$ cat src/rtl/enemy_bomb_pos_if.sv
// Enemy bomb bus: game-side inputs (run enable, enemy and player positions)
// and the bomb pool / game-status outputs consumed by the renderer and the
// score logic.
//   master : game datapath side (drives enable/epx/epy/ppx/ppy)
//   slave  : enemy_bomb_pos (drives bomb positions, bactive, hit, lives, game_over)
interface enemy_bomb_pos_if;
  logic       enable;
  logic [9:0] epx;
  logic [9:0] epy;
  logic [9:0] ppx;
  logic [9:0] ppy;
  logic [9:0] bx0;
  logic [9:0] by0;
  logic [9:0] bx1;
  logic [9:0] by1;
  logic [1:0] bactive;
  logic       hit;
  logic [1:0] lives;
  logic       game_over;

  modport master (
    output enable, epx, epy, ppx, ppy,
    input  bx0, by0, bx1, by1, bactive, hit, lives, game_over
  );

  modport slave (
    input  enable, epx, epy, ppx, ppy,
    output bx0, by0, bx1, by1, bactive, hit, lives, game_over
  );
endinterface

$ cat src/rtl/enemy_bomb_pos.sv
// Enemy bomb logic: two-slot bomb pool dropped from the enemy position on a
// periodic fire timer, player hit-box collision, lives counter and sticky
// game-over flag.
// Ports:
//   game_clk : game tick clock, all state updates on its rising edge
//   reset    : synchronous active-high reset
//   bus      : enemy_bomb_pos_if.slave (enable, enemy/player positions in;
//              bomb positions, bactive, hit, lives, game_over out)
module enemy_bomb_pos #(
  parameter int FIRE_PERIOD   = 120,
  parameter int BOMB_STEP     = 2,
  parameter int SCREEN_BOTTOM = 479,
  parameter int PLAYER_W      = 40,
  parameter int PLAYER_H      = 20,
  parameter int LIVES         = 3
) (
  input logic             game_clk,
  input logic             reset,
  enemy_bomb_pos_if.slave bus
);

  localparam int               FW        = $clog2(FIRE_PERIOD);
  localparam logic [FW-1:0]    FCNT_LAST = FW'(FIRE_PERIOD - 1);
  localparam logic [10:0]      STEP11    = 11'(BOMB_STEP);
  localparam logic [10:0]      BOTTOM11  = 11'(SCREEN_BOTTOM);
  localparam logic [10:0]      PW_M1     = 11'(PLAYER_W - 1);
  localparam logic [10:0]      PH_M1     = 11'(PLAYER_H - 1);

  logic [FW-1:0] fcnt;
  logic [9:0]    bx [2];
  logic [9:0]    by [2];
  logic [1:0]    act;
  logic          hit_q;
  logic [1:0]    lives_q;
  logic          game_over_q;

  logic          fire_tick;
  logic          running;
  logic [1:0]    slot_hit;
  logic [1:0]    slot_exit;
  logic [10:0]   by_next [2];
  logic [10:0]   box_x_lo, box_x_hi, box_y_lo, box_y_hi;

  // All compares in 11 bits so the box right/bottom edge and the next bomb
  // row never wrap.
  always_comb begin
    fire_tick = (fcnt == FCNT_LAST);
    running   = bus.enable && !game_over_q;
    box_x_lo  = {1'b0, bus.ppx};
    box_x_hi  = {1'b0, bus.ppx} + PW_M1;
    box_y_lo  = {1'b0, bus.ppy};
    box_y_hi  = {1'b0, bus.ppy} + PH_M1;
    for (int i = 0; i < 2; i++) begin
      by_next[i]   = {1'b0, by[i]} + STEP11;
      slot_hit[i]  = act[i] &&
                     ({1'b0, bx[i]} >= box_x_lo) && ({1'b0, bx[i]} <= box_x_hi) &&
                     ({1'b0, by[i]} >= box_y_lo) && ({1'b0, by[i]} <= box_y_hi);
      slot_exit[i] = act[i] && !slot_hit[i] && (by_next[i] > BOTTOM11);
    end
  end

  always_ff @(posedge game_clk) begin
    if (reset) begin
      fcnt        <= '0;
      bx[0]       <= '0;
      by[0]       <= '0;
      bx[1]       <= '0;
      by[1]       <= '0;
      act         <= 2'b00;
      hit_q       <= 1'b0;
      lives_q     <= 2'(LIVES);
      game_over_q <= 1'b0;
    end else if (running) begin
      fcnt  <= fire_tick ? '0 : fcnt + FW'(1);
      hit_q <= |slot_hit;

      for (int i = 0; i < 2; i++) begin
        if (slot_hit[i] || slot_exit[i]) begin
          act[i] <= 1'b0;
        end else if (act[i]) begin
          by[i] <= by_next[i][9:0];
        end
      end

      // Launch looks at occupancy from the start of the cycle, so a slot
      // freed this cycle stays empty until the next fire tick.
      if (fire_tick) begin
        if (!act[0]) begin
          bx[0]  <= bus.epx;
          by[0]  <= bus.epy;
          act[0] <= 1'b1;
        end else if (!act[1]) begin
          bx[1]  <= bus.epx;
          by[1]  <= bus.epy;
          act[1] <= 1'b1;
        end
      end

      // Simultaneous hits on both slots cost a single life.
      if (|slot_hit) begin
        if (lives_q != 2'd0) lives_q <= lives_q - 2'd1;
        if (lives_q <= 2'd1) begin
          game_over_q <= 1'b1;
          act         <= 2'b00;
        end
      end
    end else begin
      hit_q <= 1'b0;
    end
  end

  assign bus.bx0       = bx[0];
  assign bus.by0       = by[0];
  assign bus.bx1       = bx[1];
  assign bus.by1       = by[1];
  assign bus.bactive   = act;
  assign bus.hit       = hit_q;
  assign bus.lives     = lives_q;
  assign bus.game_over = game_over_q;

endmodule

$ cat src/flat_wrapper.sv
// flat-port wrapper written by rule: the top's interface ports become plain ports
module enemy_bomb_pos_flat 
#(
  parameter int FIRE_PERIOD   = 120,
  parameter int BOMB_STEP     = 2,
  parameter int SCREEN_BOTTOM = 479,
  parameter int PLAYER_W      = 40,
  parameter int PLAYER_H      = 20,
  parameter int LIVES         = 3
)
  (game_clk, reset, bus_enable, bus_epx, bus_epy, bus_ppx, bus_ppy, bus_bx0, bus_by0, bus_bx1, bus_by1, bus_bactive, bus_hit, bus_lives, bus_game_over);
  enemy_bomb_pos_if bus_i ();
  input logic game_clk;
  input logic reset;
  input wire logic [$bits(bus_i.enable)-1:0] bus_enable;
  input wire logic [$bits(bus_i.epx)-1:0] bus_epx;
  input wire logic [$bits(bus_i.epy)-1:0] bus_epy;
  input wire logic [$bits(bus_i.ppx)-1:0] bus_ppx;
  input wire logic [$bits(bus_i.ppy)-1:0] bus_ppy;
  output wire logic [$bits(bus_i.bx0)-1:0] bus_bx0;
  output wire logic [$bits(bus_i.by0)-1:0] bus_by0;
  output wire logic [$bits(bus_i.bx1)-1:0] bus_bx1;
  output wire logic [$bits(bus_i.by1)-1:0] bus_by1;
  output wire logic [$bits(bus_i.bactive)-1:0] bus_bactive;
  output wire logic [$bits(bus_i.hit)-1:0] bus_hit;
  output wire logic [$bits(bus_i.lives)-1:0] bus_lives;
  output wire logic [$bits(bus_i.game_over)-1:0] bus_game_over;
  assign bus_i.enable = bus_enable;
  assign bus_i.epx = bus_epx;
  assign bus_i.epy = bus_epy;
  assign bus_i.ppx = bus_ppx;
  assign bus_i.ppy = bus_ppy;
  assign bus_bx0 = bus_i.bx0;
  assign bus_by0 = bus_i.by0;
  assign bus_bx1 = bus_i.bx1;
  assign bus_by1 = bus_i.by1;
  assign bus_bactive = bus_i.bactive;
  assign bus_hit = bus_i.hit;
  assign bus_lives = bus_i.lives;
  assign bus_game_over = bus_i.game_over;
  enemy_bomb_pos #(.FIRE_PERIOD(FIRE_PERIOD), .BOMB_STEP(BOMB_STEP), .SCREEN_BOTTOM(SCREEN_BOTTOM), .PLAYER_W(PLAYER_W), .PLAYER_H(PLAYER_H), .LIVES(LIVES)) u_core (.game_clk(game_clk), .reset(reset), .bus(bus_i));
endmodule
$ cat config.mk
export PLATFORM = sky130hd
export DESIGN_NAME = enemy_bomb_pos_flat
export DESIGN_NICKNAME = d
export VERILOG_FILES = /design/src/rtl/enemy_bomb_pos_if.sv /design/src/rtl/enemy_bomb_pos.sv /design/src/flat_wrapper.sv
export SDC_FILE = /design/constraint.sdc
export NUM_CORES = 1
export LEC_CHECK = 0
export CAP_MARGIN = 20
export CORE_MARGIN = 1
export CORE_UTILIZATION = 50
export CTS_BUF_LIST = sky130_fd_sc_hd__clkbuf_4
export DETAILED_ROUTE_END_ITERATION = 10
export HOLD_SLACK_MARGIN = 0.05
export PLACE_DENSITY = 0.83
export SLEW_MARGIN = 15
export SYNTH_ARGS = -nofsm -noshare
export SYNTH_HDL_FRONTEND = slang
export SYNTH_SLANG_ARGS = --single-unit
$ cat constraint.sdc
create_clock -name game_clk -period 4.5 [get_ports game_clk]
set_clock_uncertainty 0.1 [all_clocks]
set_input_delay 1.125 -clock game_clk [delete_from_list [all_inputs] [get_ports game_clk]]
set_output_delay 1.125 -clock game_clk [all_outputs]
set_load 0.01 [all_outputs]
==> impl_metrics.prom, run 1 <==
# TYPE chip_impl_metric gauge
chip_impl_metric{name="design.core.area",unit="um^2"} 9330
chip_impl_metric{name="detailed_place.area",unit="um^2"} 6240
chip_impl_metric{name="leakagePower",unit="nW"} 2.84
chip_impl_metric{name="overall_track_demand_over_capacity_in_global_routing",unit="%"} 29.1
chip_impl_metric{name="area_growth",unit="%"} 35.6
chip_impl_metric{name="clk_pin_slew",unit="ns"} 0.15
chip_impl_info{name="worst_setup_path_startpoint",value="bus_ppx[2]"} 1
chip_impl_metric{name="synth_xor_xnor_area_share",unit="%"} 6.15
chip_impl_metric{name="diodes",unit=""} 0
chip_impl_metric{name="power.share.combinational",unit="%"} 32.7
chip_impl_metric{name="fp.dieW",unit="um"} 100
chip_impl_metric{name="antenna_found_initial",unit=""} 0
chip_impl_metric{name="postSynthNetCount",unit=""} 652
chip_impl_metric{name="nets",unit=""} 797
chip_impl_metric{name="drive_gt1_share",unit="%"} 16.0
chip_impl_metric{name="post_synth_instance_area",unit="um^2"} 4850
chip_impl_metric{name="ant_nets",unit=""} 0
chip_impl_metric{name="dp_worst_setup_slack",unit="ns"} -0.540
chip_impl_metric{name="timing.final.crit_period",unit="ns"} 4.40
chip_impl_metric{name="starting_drt_drc_count",unit=""} 359
chip_impl_metric{name="cp_data_required_time",unit="ns"} 4.53
chip_impl_metric{name="gpl.final_weighted_congestion",unit=""} 0.945
chip_impl_info{name="critPathCaptureType",value="register"} 1
chip_impl_metric{name="grt_pass1_wl",unit="um"} 23100
chip_impl_metric{name="post-dp-hpwl",unit="um"} 11400
chip_impl_metric{name="finalHoldViolCount",unit=""} 0
chip_impl_metric{name="core.rowCount",unit=""} 35
chip_impl_metric{name="remaining_drc_errors",unit=""} 0
chip_impl_metric{name="p_per_area",unit="nW/um^2"} 181
chip_impl_metric{name="synthesis.yosys.warnings",unit=""} 0
chip_impl_info{name="cts_tree",value="built"} 1
chip_impl_metric{name="fillers",unit=""} 675
chip_impl_metric{name="postSynthAreaPerCell",unit="um^2"} 9.30
chip_impl_metric{name="ys_ff_latch",unit=""} 53
chip_impl_metric{name="cts_sinks",unit=""} 53
chip_impl_info{name="layout.cells.most_common",value="sky130_fd_sc_hd__ha_1"} 1
chip_impl_metric{name="tightestPinTransition",unit="ns"} 0.838
chip_impl_info{name="layout.cells.most_common_list",value="sky130_fd_sc_hd__ha_1 (87), sky130_fd_sc_hd__clkdlybuf4s50_1 (83), sky130_fd_sc_hd__buf_4 (57)"} 1
chip_impl_metric{name="ys_types",unit=""} 63
chip_impl_metric{name="synth_edf_count",unit=""} 40
chip_impl_metric{name="starting_density",unit="%"} 52.0
chip_impl_metric{name="synth_simple_gate_area_share",unit="%"} 17.5
chip_impl_metric{name="min_period_over_period",unit="%"} 97.9
chip_impl_metric{name="detail_route.vias_per_cell",unit=""} 6.04
chip_impl_metric{name="synth_mux_area_share",unit="%"} 1.06
chip_impl_metric{name="io_buffer_count",unit=""} 88
chip_impl_metric{name="maxCapViolCount",unit=""} 0
chip_impl_metric{name="cts_max_level",unit=""} 2
chip_impl_metric{name="pins_over_slew_limit",unit=""} 0
chip_impl_metric{name="grt_start_max_net_pins",unit=""} 19
chip_impl_metric{name="io-pin-count",unit=""} 89
chip_impl_metric{name="fp.dieH",unit="um"} 100
chip_impl_metric{name="worst_ep_arrival_time",unit="ns"} 4.44
chip_impl_info{name="min_delay_worst_endpoint",value="u_core.fcnt[1]"} 1
chip_impl_metric{name="multi_input_area",unit="um^2"} 3350
chip_impl_metric{name="total_iterations_of_the_first_detailed_routing_run",unit=""} 5
chip_impl_metric{name="end_of_flow_core_utilization",unit="%"} 70.4
chip_impl_metric{name="final_instance_area",unit="um^2"} 6570
chip_impl_info{name="critical_path_class",value="input port to register"} 1
chip_impl_metric{name="fmax",unit="MHz"} 227
chip_impl_info{name="root_buffer_selected_by_cts",value="sky130_fd_sc_hd__clkbuf_4"} 1
chip_impl_info{name="hold_start",value="u_core.fcnt[1]"} 1
chip_impl_metric{name="rr_worst_depth",unit=""} 10
chip_impl_metric{name="drt-wirelength-per-cell",unit="um"} 18.5
chip_impl_info{name="ys_dominant_reg_cell",value="sky130_fd_sc_hd__edfxtp_1"} 1
chip_impl_metric{name="num_vias",unit=""} 4805
chip_impl_metric{name="seq_area_frac_synth",unit="%"} 30.2
chip_impl_metric{name="internal_power",unit="mW"} 0.806
chip_impl_metric{name="insertion_delay",unit="ns"} 0.38
chip_impl_metric{name="postSynth.asyncResetShare",unit="%"} 0
chip_impl_metric{name="p_clk_share",unit="%"} 19.0
chip_impl_metric{name="cts-root-to-sink-buffers",unit=""} 2
chip_impl_metric{name="peakVddDrop",unit="V"} 0.000211
chip_impl_info{name="worst_r2r_startpoint",value="u_core.by[0][1]"} 1
chip_impl_info{name="worst_setup_path_start_kind",value="input port"} 1
chip_impl_metric{name="fraction_of_the_mapped_netlist_area_in_compound_gates",unit="%"} 18.8
chip_impl_metric{name="tritoncts.num_buffers",unit=""} 5
chip_impl_metric{name="gr-total-overflow",unit=""} 0
chip_impl_metric{name="seq_power_share",unit="%"} 48.2
chip_impl_metric{name="wl",unit="um"} 14700
chip_impl_info{name="crit-reg2reg-capture",value="u_core.by[0][17]"} 1
chip_impl_metric{name="synthesis.instances",unit=""} 521
chip_impl_metric{name="crit_fanout",unit=""} 9
chip_impl_metric{name="timing.final.ws_setup",unit="ns"} 0.0963
chip_impl_metric{name="reg2reg_slack",unit="ns"} 1.10
chip_impl_info{name="outcome",value="complete, no violations"} 1
chip_impl_metric{name="die_area",unit="um^2"} 10100
chip_impl_metric{name="switching_share",unit="%"} 32.3
chip_impl_metric{name="worst_slew_margin_relative_to_its_limit",unit="%"} 43.9
chip_impl_metric{name="first_global_vias",unit=""} 4923
chip_impl_info{name="dominant_combinational_cell_family_by_area_after_synthesis",value="adder cells"} 1
chip_impl_metric{name="ff_latch_area",unit="um^2"} 1460
chip_impl_metric{name="endpoints_failing_setup",unit=""} 0
chip_impl_metric{name="timing.hold.worst_path_depth",unit=""} 2
chip_impl_info{name="hold_class",value="register to register"} 1
chip_impl_metric{name="total_switching_power",unit="mW"} 0.384
chip_impl_metric{name="yosys.area_share.adder",unit="%"} 22.7
## cell type report
cell class	instances	area share (%)
flip-flops and latches	53	22.2
multi-input cells	424	51.0
clock inverters	3	0.381
repair buffers	150	21.5
well taps	129	2.46
clock buffers	5	0.571
inverters	32	1.83
## worst max path at each step
stage	endpoint	slack, ns	cells past startpoint
after floorplan	u_core.by[0][4]	0.21	15
after global placement	u_core.by[0][3]	-0.30	16
after detailed placement	u_core.by[0][6]	-0.54	16
after CTS	u_core.by[0][19]	0.004	17
after global routing	u_core.by[0][17]	-0.003	18
final	u_core.by[0][2]	0.1	16
## critical path, cell delays in order
cell and delay, ns:
sky130_fd_sc_hd__clkdlybuf4s50_1 0.44, sky130_fd_sc_hd__buf_4 0.16, sky130_fd_sc_hd__nand2b_1 0.19, sky130_fd_sc_hd__a31oi_4 0.28, sky130_fd_sc_hd__xnor2_2 0.11, sky130_fd_sc_hd__ha_1 0.31, sky130_fd_sc_hd__and4_4 0.23, sky130_fd_sc_hd__buf_4 0.11
sky130_fd_sc_hd__nand2_1 0.04, sky130_fd_sc_hd__o2111ai_1 0.13, sky130_fd_sc_hd__o32ai_2 0.14, sky130_fd_sc_hd__or4_4 0.57, sky130_fd_sc_hd__a21oi_4 0.23, sky130_fd_sc_hd__buf_6 0.15, sky130_fd_sc_hd__buf_16 0.12, sky130_fd_sc_hd__o41ai_1 0.07
## kinds of logic (layout without fill, tap and decap cells)
family                     after synthesis  in the layout
DFF                                     53             53
xor gates and xnor gates                34             34
buffers and inverters                   44            190
muxes                                    5              5
AOI/OAI and AO/OA                      129            129
adders and majority gates               88             88
and+or+nand+nor                        168            168
## registers in the layout, summed over array words and instances (netlist names)
name and count:
u_core.bx 20, u_core.by 20, u_core.bus.game_over 1, u_core.bus.lives 2, u_core.bus.bactive 2, u_core.fcnt 7
u_core.bus.hit 1
## metrics by stage
stage | power [mW] | setup TNS [ns] | hold WS, ns | cells
after floorplan | 0.760 | 0 | 0.349 | 521
after global placement | 0.918 | -10.21 | 0.361 | 778
after detailed placement | 0.938 | -16.22 | 0.375 | 778
after CTS | 1.17 | 0 | 0.394 | 796
after global routing | 1.25 | -0.00322 | 0.413 | 796
final | 1.19 | 0 | 0.394 | 796
## Yosys cell counts (7+ instances only)
cell type | instances | area, um^2
sky130_fd_sc_hd__inv_1 | 32 | 120
sky130_fd_sc_hd__o41ai_1 | 12 | 105
sky130_fd_sc_hd__nand2b_1 | 7 | 43.8
sky130_fd_sc_hd__nand4_1 | 9 | 56.3
sky130_fd_sc_hd__clkbuf_1 | 10 | 37.5
sky130_fd_sc_hd__xnor2_1 | 26 | 228
sky130_fd_sc_hd__dfxtp_1 | 13 | 260
sky130_fd_sc_hd__a21oi_1 | 30 | 150
sky130_fd_sc_hd__ha_1 | 88 | 1100
sky130_fd_sc_hd__nand3_1 | 21 | 105
sky130_fd_sc_hd__a21o_1 | 11 | 82.6
sky130_fd_sc_hd__o21ai_0 | 22 | 110
sky130_fd_sc_hd__nand2_1 | 47 | 176
sky130_fd_sc_hd__nor3_1 | 7 | 35.0
sky130_fd_sc_hd__xor2_1 | 8 | 70.1
sky130_fd_sc_hd__nor2b_1 | 14 | 87.6
sky130_fd_sc_hd__nor2_1 | 31 | 116
sky130_fd_sc_hd__edfxtp_1 | 40 | 1200
## per-layer routing
layer | wire length, um | vias to the layer above | track usage, %
li1 | - | 2250 | -
met1 | 6130 | 2287 | 36.3
met2 | 7180 | 221 | 50.3
met3 | 918 | 47 | 3.55
met4 | 463 | 0 | 13.3
met5 | 0 | - | 0
## power groups by stage
stage	logic, mW	clock network, mW	registers, mW
4_1_cts	0.375	0.228	0.572
3_3_place_gp	0.336	0	0.582
2_1_floorplan	0.185	0	0.575
3_5_place_dp	0.355	0	0.583
6_report	0.390	0.226	0.574
5_1_grt	0.425	0.247	0.576
## timing repair
action / CTS / global route
setup buffers: 8 / 0
setup endpoints to repair: 27 / 38
pin swaps: 10 / 8
gates resized for setup: 22 / 19
hold buffers: 0 / 0
endpoints found under the hold margin: 0 / 0
gates cloned: 2 / 0
Power figures use the tool's default switching activity.
==> run 2: changes to the inputs <==
--- a/config.mk
+++ b/config.mk
@@ -6,13 +6,16 @@
 export NUM_CORES = 1
 export LEC_CHECK = 0
 export CAP_MARGIN = 20
+export CELL_PAD_IN_SITES_DETAIL_PLACEMENT = 1
+export CELL_PAD_IN_SITES_GLOBAL_PLACEMENT = 2
 export CORE_MARGIN = 1
-export CORE_UTILIZATION = 50
-export CTS_BUF_LIST = sky130_fd_sc_hd__clkbuf_4
+export CORE_UTILIZATION = 30
+export CTS_BUF_LIST = sky130_fd_sc_hd__clkbuf_8
 export DETAILED_ROUTE_END_ITERATION = 10
 export HOLD_SLACK_MARGIN = 0.05
-export PLACE_DENSITY = 0.83
+export PLACE_DENSITY = 0.81
 export SLEW_MARGIN = 15
 export SYNTH_ARGS = -nofsm -noshare
 export SYNTH_HDL_FRONTEND = slang
 export SYNTH_SLANG_ARGS = --single-unit
+export TNS_END_PERCENT = 20
==> run 2 against run 1 <==
  * Non-clock buffer count rose by 6
  * Flip-flop and latch count did not move
  * Critical path depth shrank 3
  * Clock-buffer cell count stayed put
  * Sequential power about the same
  * Cell count grew 12%
  * Critical endpoint is now u_core.by[0][17]
==> impl_metrics.prom, run 2 (synthesis gave the netlist of run 1 again) <==
# TYPE chip_impl_metric gauge
chip_impl_metric{name="core.rowCount",unit=""} 46
chip_impl_metric{name="cp.buffers_inverters",unit=""} 2
chip_impl_metric{name="critPathMaxStageDelay",unit="ns"} 0.57
chip_impl_metric{name="met3_usage",unit="%"} 1.57
chip_impl_metric{name="min_period_over_period",unit="%"} 96.7
chip_impl_metric{name="p_per_area",unit="nW/um^2"} 192
chip_impl_metric{name="crit_fanout",unit=""} 4
chip_impl_info{name="critPathTopFamily",value="simple AND/OR/NAND/NOR gates"} 1
chip_impl_metric{name="starting_drt_drc_count",unit=""} 122
chip_impl_info{name="worst_path_max_delay_cell",value="sky130_fd_sc_hd__clkdlybuf4s50_1"} 1
chip_impl_info{name="critPathCaptureType",value="register"} 1
chip_impl_metric{name="detail_route.vias_per_cell",unit=""} 5.28
chip_impl_metric{name="multi_input_area",unit="um^2"} 3440
chip_impl_metric{name="worst_slew_margin_relative_to_its_limit",unit="%"} 49.6
chip_impl_metric{name="clk_pin_slew",unit="ns"} 0.10
chip_impl_metric{name="finalHoldViolCount",unit=""} 0
chip_impl_metric{name="finalSetupTns",unit="ns"} 0
chip_impl_metric{name="ant_nets",unit=""} 0
chip_impl_metric{name="insertion_delay",unit="ns"} 0.31
chip_impl_info{name="layout.cells.most_common_list",value="sky130_fd_sc_hd__ha_1 (87), sky130_fd_sc_hd__clkdlybuf4s50_1 (78), sky130_fd_sc_hd__buf_4 (64)"} 1
chip_impl_metric{name="diodes",unit=""} 0
chip_impl_info{name="outcome",value="complete, no violations"} 1
chip_impl_metric{name="io_buffer_count",unit=""} 88
chip_impl_metric{name="cts_max_level",unit=""} 2
chip_impl_metric{name="timing.final.ws_setup",unit="ns"} 0.150
chip_impl_info{name="root_buffer_selected_by_cts",value="sky130_fd_sc_hd__clkbuf_8"} 1
chip_impl_metric{name="fillers",unit=""} 1821
chip_impl_metric{name="cp_data_required_time",unit="ns"} 4.46
chip_impl_metric{name="timing.final.crit_period",unit="ns"} 4.35
chip_impl_metric{name="die_area",unit="um^2"} 16700
chip_impl_metric{name="starting_density",unit="%"} 30.6
chip_impl_metric{name="tightestPinTransition",unit="ns"} 0.746
chip_impl_metric{name="globalRouteMet2Util",unit="%"} 38.6
chip_impl_metric{name="grt_start_max_net_pins",unit=""} 18
chip_impl_metric{name="area_growth",unit="%"} 41.6
chip_impl_metric{name="leakagePower",unit="nW"} 2.95
chip_impl_metric{name="tritoncts.num_buffers",unit=""} 5
chip_impl_metric{name="antenna_found_initial",unit=""} 0
chip_impl_metric{name="drive_gt1_share",unit="%"} 18.4
chip_impl_metric{name="cts_sinks",unit=""} 53
chip_impl_metric{name="post-dp-hpwl",unit="um"} 13500
chip_impl_metric{name="worst_ep_arrival_time",unit="ns"} 4.31
chip_impl_metric{name="ff_latch_area",unit="um^2"} 1460
chip_impl_metric{name="wl",unit="um"} 17200
chip_impl_metric{name="first_global_vias",unit=""} 5123
chip_impl_info{name="hold_class",value="register to register"} 1
chip_impl_metric{name="numPlacedInstances",unit=""} 867
chip_impl_metric{name="finalNonFillerCells",unit=""} 889
chip_impl_metric{name="dp_worst_setup_slack",unit="ns"} -0.539
chip_impl_metric{name="gpl.final_weighted_congestion",unit=""} 0.853
chip_impl_metric{name="nets",unit=""} 803
chip_impl_metric{name="grt_pass1_wl",unit="um"} 26800
chip_impl_info{name="layout.cells.most_common",value="sky130_fd_sc_hd__ha_1"} 1
chip_impl_metric{name="gr-total-overflow",unit=""} 0
chip_impl_info{name="grt_busiest_layer",value="met2"} 1
chip_impl_metric{name="total_iterations_of_the_first_detailed_routing_run",unit=""} 4
chip_impl_metric{name="cts-root-to-sink-buffers",unit=""} 2
chip_impl_info{name="grt_setup_unrepaired",value="no"} 1
chip_impl_info{name="cell_breakdown_of_the_critical_path",value="clkdlybuf4s50_1, and3_1, nand2_2, xnor2_2, ha_1, nand4_1, or3_1, o211ai_1, o2111ai_1, or4_4, a21oi_4, bufbuf_16, o41ai_2"} 1
chip_impl_info{name="critical_path_class",value="input port to register"} 1
chip_impl_metric{name="io-pin-count",unit=""} 89
chip_impl_metric{name="fp.dieW",unit="um"} 129
chip_impl_metric{name="num_vias",unit=""} 4694
chip_impl_metric{name="endpoints_failing_setup",unit=""} 0
chip_impl_metric{name="maxCapViolCount",unit=""} 0
chip_impl_metric{name="peakVddDrop",unit="V"} 0.000134
chip_impl_metric{name="fp.dieH",unit="um"} 129
chip_impl_info{name="top_regs",value="u_core.bx (20), u_core.by (20), u_core.fcnt (7)"} 1
chip_impl_metric{name="end_of_flow_core_utilization",unit="%"} 43.4
chip_impl_info{name="cts_tree",value="built"} 1
chip_impl_metric{name="fmax",unit="MHz"} 230
chip_impl_metric{name="overall_track_demand_over_capacity_in_global_routing",unit="%"} 20.9
chip_impl_info{name="worst_r2r_startpoint",value="u_core.by[0][1]"} 1
chip_impl_info{name="hold_start",value="u_core.fcnt[1]"} 1
chip_impl_info{name="worst_setup_path_start_kind",value="input port"} 1
chip_impl_metric{name="design.core.area",unit="um^2"} 15800
chip_impl_metric{name="grt_util_met1",unit="%"} 26.8
chip_impl_metric{name="drt-wirelength-per-cell",unit="um"} 19.4
chip_impl_metric{name="cts_hold_repair.buffers",unit=""} 0
chip_impl_metric{name="pins_over_slew_limit",unit=""} 0
chip_impl_metric{name="remaining_drc_errors",unit=""} 0
chip_impl_info{name="worst_setup_path_startpoint",value="bus_ppy[8]"} 1
-- run 2: worst paths after layout --
kind / to / slack [ns] / cells after the start
max: u_core.by[0][17] / 0.15 / 13
min: u_core.fcnt[1] / 0.39 / 2
max reg2reg: u_core.by[0][17] / 1.11 / 10
min reg2reg: u_core.fcnt[1] / 0.39 / 2
-- run 2: power breakdown --
part	total [mW]	internal, mW	leakage (nW)	switching, mW
clock network	0.334	0.167	0.0543	0.167
logic	0.408	0.209	2.38	0.199
registers	0.576	0.540	0.524	0.0359
-- run 2: layout make-up --
| cell class | count | share of cell area [%] |
|---|---|---|
| clock buffer | 5 | 1.00 |
| clock inverter | 3 | 0.674 |
| inverter | 32 | 1.75 |
| multi-input combinational | 424 | 50.2 |
| sequential | 53 | 21.3 |
| tap | 216 | 3.94 |
| timing repair buffer | 156 | 21.2 |
-- run 2: layer usage --
metal | routed length [um] | vias to the layer above
li1 | - | 2266
met1 | 7750 | 2335
met2 | 8760 | 77
met3 | 527 | 16
met4 | 183 | 0
met5 | 0 | -
-- run 2: worst min-delay path, delay by kind of cell, from the launching register on --
family,cells,cell delay [ns]
AND/OR/NAND/NOR,1,0.06
AO/OA/AOI/OAI,1,0.06
flip-flops,1,0.33
-- run 2: what timing repair did --
action	CTS	global route
setup endpoints to repair	36	39
gates cloned	2	0
pin swaps	13	16
gates resized for setup	37	27
setup buffers	11	2
hold endpoints to repair	0	0
-- run 2: through the flow --
step	instance area (um^2)	total power [mW]	hold WS, ns
2_1_floorplan	4850	0.760	0.349
3_3_place_gp	6360	0.934	0.361
3_5_place_dp	6360	0.954	0.391
4_1_cts	6740	1.31	0.403
5_1_grt	6860	1.38	0.437
6_report	6860	1.32	0.391
